$ cat config.mk
export PLATFORM = sky130hd
export DESIGN_NAME = and32_arb_flat
export DESIGN_NICKNAME = d
export VERILOG_FILES = /design/src/rtl/and32_arb_pkg.sv /design/src/rtl/and32_arb_if.sv /design/src/rtl/and32_arb_and32.sv /design/src/rtl/and32_arb.sv /design/src/flat_wrapper.sv
export SDC_FILE = /design/constraint.sdc
export NUM_CORES = 1
export LEC_CHECK = 0
export CAP_MARGIN = 20
export CORE_MARGIN = 2
export CORE_UTILIZATION = 19
export DETAILED_ROUTE_END_ITERATION = 10
export PLACE_DENSITY = 0.81
export SLEW_MARGIN = 20
export SYNTH_ARGS = -nofsm -noshare
export SYNTH_HDL_FRONTEND = slang
export SYNTH_SLANG_ARGS = --single-unit
$ cat constraint.sdc
create_clock -name clk -period 3.4 [get_ports clk]
set_input_delay 0.34 -clock clk [delete_from_list [all_inputs] [get_ports clk]]
set_output_delay 0.34 -clock clk [all_outputs]
set_load 0.02 [all_outputs]
$ cat src/rtl/and32_arb_pkg.sv
// Shared constants and slot-state encoding for the AND-reduction arbiter.
package and32_arb_pkg;

  localparam int DATA_W          = 32;
  localparam int NUM_REQ_DEFAULT = 4;

  typedef enum logic {
    EMPTY = 1'b0,
    FULL  = 1'b1
  } slot_state_t;

endpackage

$ cat src/rtl/and32_arb_if.sv
// Request/response bundle between the requesters, the arbiter and the result consumer.
interface and32_arb_if
  import and32_arb_pkg::*;
#(
  parameter int NUM_REQ = NUM_REQ_DEFAULT,
  parameter int ID_W    = 2
);

  logic [NUM_REQ-1:0]        req_valid;
  logic [NUM_REQ*DATA_W-1:0] req_data;
  logic [NUM_REQ-1:0]        req_ready;
  logic                      resp_valid;
  logic                      resp_ready;
  logic [ID_W-1:0]           resp_id;
  logic                      resp_y;

  // Requester/consumer side
  modport master (
    output req_valid, req_data, resp_ready,
    input  req_ready, resp_valid, resp_id, resp_y
  );

  // Arbiter side
  modport slave (
    input  req_valid, req_data, resp_ready,
    output req_ready, resp_valid, resp_id, resp_y
  );

endinterface

$ cat src/rtl/and32_arb_and32.sv
// Combinational 32-input AND reduction shared by all requesters.
module and32 (
  input  logic [31:0] a,
  output logic        y
);

  assign y = &a;

endmodule

$ cat src/rtl/and32_arb.sv
// Round-robin arbiter feeding one shared and32 with a single-entry output slot.
module and32_arb
  import and32_arb_pkg::*;
#(
  parameter int NUM_REQ = NUM_REQ_DEFAULT,
  parameter int ID_W    = 2
) (
  input  logic        clk,
  input  logic        rst_aL,
  and32_arb_if.slave  bus
);

  localparam logic [ID_W:0]   NUM_REQ_W = (ID_W+1)'(NUM_REQ);
  localparam logic [ID_W-1:0] LAST_ID   = ID_W'(NUM_REQ - 1);

  slot_state_t        state;
  logic [ID_W-1:0]    rr_ptr;
  logic [ID_W-1:0]    win_id;
  logic [ID_W:0]      scan;
  logic               found;
  logic               slot_open;
  logic               transfer;
  logic [NUM_REQ-1:0] grant;
  logic [DATA_W-1:0]  operand;
  logic               and_y;
  logic [ID_W-1:0]    hold_id;
  logic               hold_y;

  // Find the first valid requester at or above rr_ptr, wrapping around
  always_comb begin
    found  = 1'b0;
    win_id = '0;
    scan   = '0;
    for (int i = 0; i < NUM_REQ; i++) begin
      scan = {1'b0, rr_ptr} + (ID_W+1)'(i);
      if (scan >= NUM_REQ_W) begin
        scan = scan - NUM_REQ_W;
      end
      if (!found && bus.req_valid[scan[ID_W-1:0]]) begin
        found  = 1'b1;
        win_id = scan[ID_W-1:0];
      end
    end
  end

  assign slot_open = (state == EMPTY) || bus.resp_ready;

  // Grant the winner only when the slot can take a new result and reset is released
  always_comb begin
    grant = '0;
    if (rst_aL && slot_open && found) begin
      grant[win_id] = 1'b1;
    end
  end

  assign transfer = |grant;
  assign operand  = bus.req_data[int'(win_id)*DATA_W +: DATA_W];

  and32 u_and32 (
    .a (operand),
    .y (and_y)
  );

  // Slot occupancy: fill on transfer, empty when drained without a refill
  always_ff @(posedge clk or negedge rst_aL) begin
    if (!rst_aL) begin
      state <= EMPTY;
    end else if (transfer) begin
      state <= FULL;
    end else if (bus.resp_ready) begin
      state <= EMPTY;
    end
  end

  // Capture the winner's result and advance the round-robin pointer past it
  always_ff @(posedge clk or negedge rst_aL) begin
    if (!rst_aL) begin
      rr_ptr  <= '0;
      hold_id <= '0;
      hold_y  <= 1'b0;
    end else if (transfer) begin
      hold_id <= win_id;
      hold_y  <= and_y;
      rr_ptr  <= (win_id == LAST_ID) ? '0 : win_id + ID_W'(1);
    end
  end

  assign bus.req_ready  = grant;
  assign bus.resp_valid = (state == FULL);
  assign bus.resp_id    = hold_id;
  assign bus.resp_y     = hold_y;

endmodule
$ cat src/flat_wrapper.sv
// flat-port wrapper written by rule: the top's interface ports become plain ports
module and32_arb_flat import and32_arb_pkg::*;
#(
  parameter int NUM_REQ = NUM_REQ_DEFAULT,
  parameter int ID_W    = 2
)
  (clk, rst_aL, bus_req_valid, bus_req_data, bus_resp_ready, bus_req_ready, bus_resp_valid, bus_resp_id, bus_resp_y);
  and32_arb_if #(.NUM_REQ(NUM_REQ), .ID_W(ID_W)) bus_i ();
  input  logic clk;
  input  logic rst_aL;
  input wire logic [$bits(bus_i.req_valid)-1:0] bus_req_valid;
  input wire logic [$bits(bus_i.req_data)-1:0] bus_req_data;
  input wire logic [$bits(bus_i.resp_ready)-1:0] bus_resp_ready;
  output wire logic [$bits(bus_i.req_ready)-1:0] bus_req_ready;
  output wire logic [$bits(bus_i.resp_valid)-1:0] bus_resp_valid;
  output wire logic [$bits(bus_i.resp_id)-1:0] bus_resp_id;
  output wire logic [$bits(bus_i.resp_y)-1:0] bus_resp_y;
  assign bus_i.req_valid = bus_req_valid;
  assign bus_i.req_data = bus_req_data;
  assign bus_i.resp_ready = bus_resp_ready;
  assign bus_req_ready = bus_i.req_ready;
  assign bus_resp_valid = bus_i.resp_valid;
  assign bus_resp_id = bus_i.resp_id;
  assign bus_resp_y = bus_i.resp_y;
  and32_arb #(.NUM_REQ(NUM_REQ), .ID_W(ID_W)) u_core (.clk(clk), .rst_aL(rst_aL), .bus(bus_i));
endmodule
==> metrics.txt <==
Die Wd 65.32 µm; buffers added on ports 142; routed len/inst 13.93 µm; worst hold path type in2async; area of the multi-input gates ~550 µm²; clk root buf clkbuf_8; Clock transition at path regs 0.04 ns; # IOs ~140; worst relative slew slack a little over two thirds; sequential area share after synthesis between 20% and 30%; CP max FO 5; Critical Path AT 2.48 ns; setup TNS 0 ns; Max Freq 355.0 MHz; Worst R2R Start u_core.rr_ptr[1]; post-detailed-routing wire length 3.929 mm; H-tree levels 1; leading cell types in the layout, fill and taps excluded 142 x clkdlybuf4s50_1, 32 x nand4_1, 9 x nor4_1; Initial Util 19.66%; DPL Wire Length 3.594 mm; flip-flop and latch area 150.1 µm²; CP Capture Type output port; post-route insts no fill approximately 280; Finish-stage setup viols 0; Post-Syn Nets 227; Max VDD drop 0.4109 mV; Syn-to-layout area delta 214.2%; initial antenna violation count 0; syn avg cell area 8.119 µm²; Static Leak 0.8314 nW; first-pass GRT wire length 5.899 mm; r2r setup slk 1.04 ns; die area roughly 4300 µm²; Die Span Y 65.32 µm; floorplan core area 3633 µm²; pin count of the biggest net entering global routing 10; dpl cells between 200 and 300; Layout fillers 327; CTS tree built; clk sinks 6; antenna-violating nets left 0; flops & latches, synth 6; leading cell type in the layout, fill and taps excluded clkdlybuf4s50_1; clock skew approximately 0.0009 ns; Synth Cell Area slightly above 700 µm²; vias in the first global route around 1300; Final #Nets 375; post_cts resized 0; Cells after Synth roughly 90; max_cap viols 0; Yosys cell types 28; Worst-Margin Slew ~0.45 ns; maximum buffer depth of the clock tree 2; Worst Path Required 3.06 ns; post-layout min period 2.817 ns; DR vias 1312; CTS Hold Bufs 0; Max Slew Vio Count 0; Yosys warning count 0; number of antenna diodes 0; fin crit share 82.84%; startpoint types input pin; RSZ-0062 raised after global routing no; power density over cell area between 200 and 300 nW/µm²; Hold Vio Cnt, Final 0; Avg Vias per Cell 4.652; worst skew pair latency 0.22 ns; Overflow after GRT 0; Crit Path Class in2out; RR Endpoint u_core.rr_ptr[1]; drt first pass iters 4; GRT Total Usage roughly 18%; 1st-iter DRT viols 20; outcome finished, final reports clean; Cell Rows 22; CTS buffer count 3; DRC Markers 0; R2R depth 8; Post-CTS Setup Bufs 0; layout cells sized above 1 between 5 and 6%; routability cong. 0.7628
==> per-stage QoR <==
step                      power (mW)  instance area, µm²  setup slack, ns  hold slack [ns]  utilization (%)
after floorplan               0.3075               714.4            1.064          0.04441                -
after global placement        0.5584                2203           0.6325           0.4712            60.64
after detailed placement      0.5652                2203           0.5720           0.4911            60.64
after CTS                     0.6768                2245           0.5760           0.3642            61.78
after global routing          0.7182                2245           0.4390           0.3972            61.78
final                         0.6702                2245           0.5834           0.3657            61.78
==> metal layers <==
layer | up-vias | track usage (%) | routed length (µm)
met2 | 60 | 33.67 | 2072
met5 | - | 0 | 0
met4 | 0 | 7.552 | 65
met3 | 7 | 4.281 | 380
met1 | 583 | 18.12 | 1411
li1 | 662 | - | -
==> how the worst max path moves through the flow <==
stage | start | cells past startpoint | slack [ns] | to
finish | bus_req_valid[2] | 8 | 0.58 | bus_req_ready[1]
detailed placement | bus_req_valid[2] | 8 | 0.57 | bus_req_ready[1]
floorplan | u_core.rr_ptr[1] | 7 | 1.06 | u_core.rr_ptr[1]
global route | bus_req_valid[2] | 8 | 0.44 | bus_req_ready[0]
CTS | bus_req_valid[2] | 8 | 0.58 | bus_req_ready[1]
global placement | bus_req_valid[2] | 8 | 0.63 | bus_req_ready[1]
==> worst max-delay path: stages <==
cell and delay, ns:
clkdlybuf4s50_1 0.48, nor2b_2 0.19, a221oi_2 0.34, nor2_2 0.12
inv_2 0.10, ha_1 0.17, and2_2 0.14, clkdlybuf4s50_1 0.60
==> state kept, by name, indices dropped and copies added, names as in the netlist <==
register               count
u_core.bus.resp_valid      1
u_core.rr_ptr              2
u_core.bus.resp_y          1
u_core.bus.resp_id         2
==> cell families after synthesis <==
logic type               count (synthesis)  share of synthesized area (%)
buffers and inverters                    4                          2.101
multiplexers                             2                          2.977
AND/OR/NAND/NOR                         60                          52.36
adder cells (fa/ha/maj)                  4                          7.006
flip-flops                               6                          21.02
AO/OA/AOI/OAI                           12                          14.54
==> where the power goes <==
group	internal [mW]	switching, mW	total [mW]
combinational	0.265	0.166	0.431
sequential	0.107	0.0248	0.131
clock	0.0761	0.0312	0.107
total	0.448	0.222	0.670
==> synthesized netlist by cell type <==
library cell	n	share of area, %
o21ai_0	1	0.70
nor2b_1	1	0.88
nor2b_2	1	1.2
a21o_2	1	1.2
and2_2	1	1.1
nand2_1	4	2.1
dfrtp_1	6	21
nor3_2	1	1.4
o211a_1	2	2.8
a311oi_1	1	1.2
mux2_2	1	1.6
and2_1	3	2.6
o31ai_1	1	1.1
nor2_1	3	1.6
a21oi_1	3	2.1
nor3b_2	1	1.8
ha_1	4	7.0
mux2i_1	1	1.4
o41ai_2	1	2.3
inv_2	1	0.52
or2b_1	2	2.1
nand4_1	32	28
nor2_2	1	0.88
nand2b_1	1	0.88
a221oi_2	1	2.1
inv_1	3	1.6
o211ai_1	1	1.1
nor4_1	9	7.9
==> layout make-up <==
cell class                      instances  share of cell area, %
Multi-Input combinational cell         78                  24.47
Timing Repair Buffer                  143                  63.66
Tap cell                               48                  2.676
Sequential cell                         6                  6.689
Clock buffer                            3                  1.839
Inverter                                4                 0.6689
(Power assumes the default switching activity.)
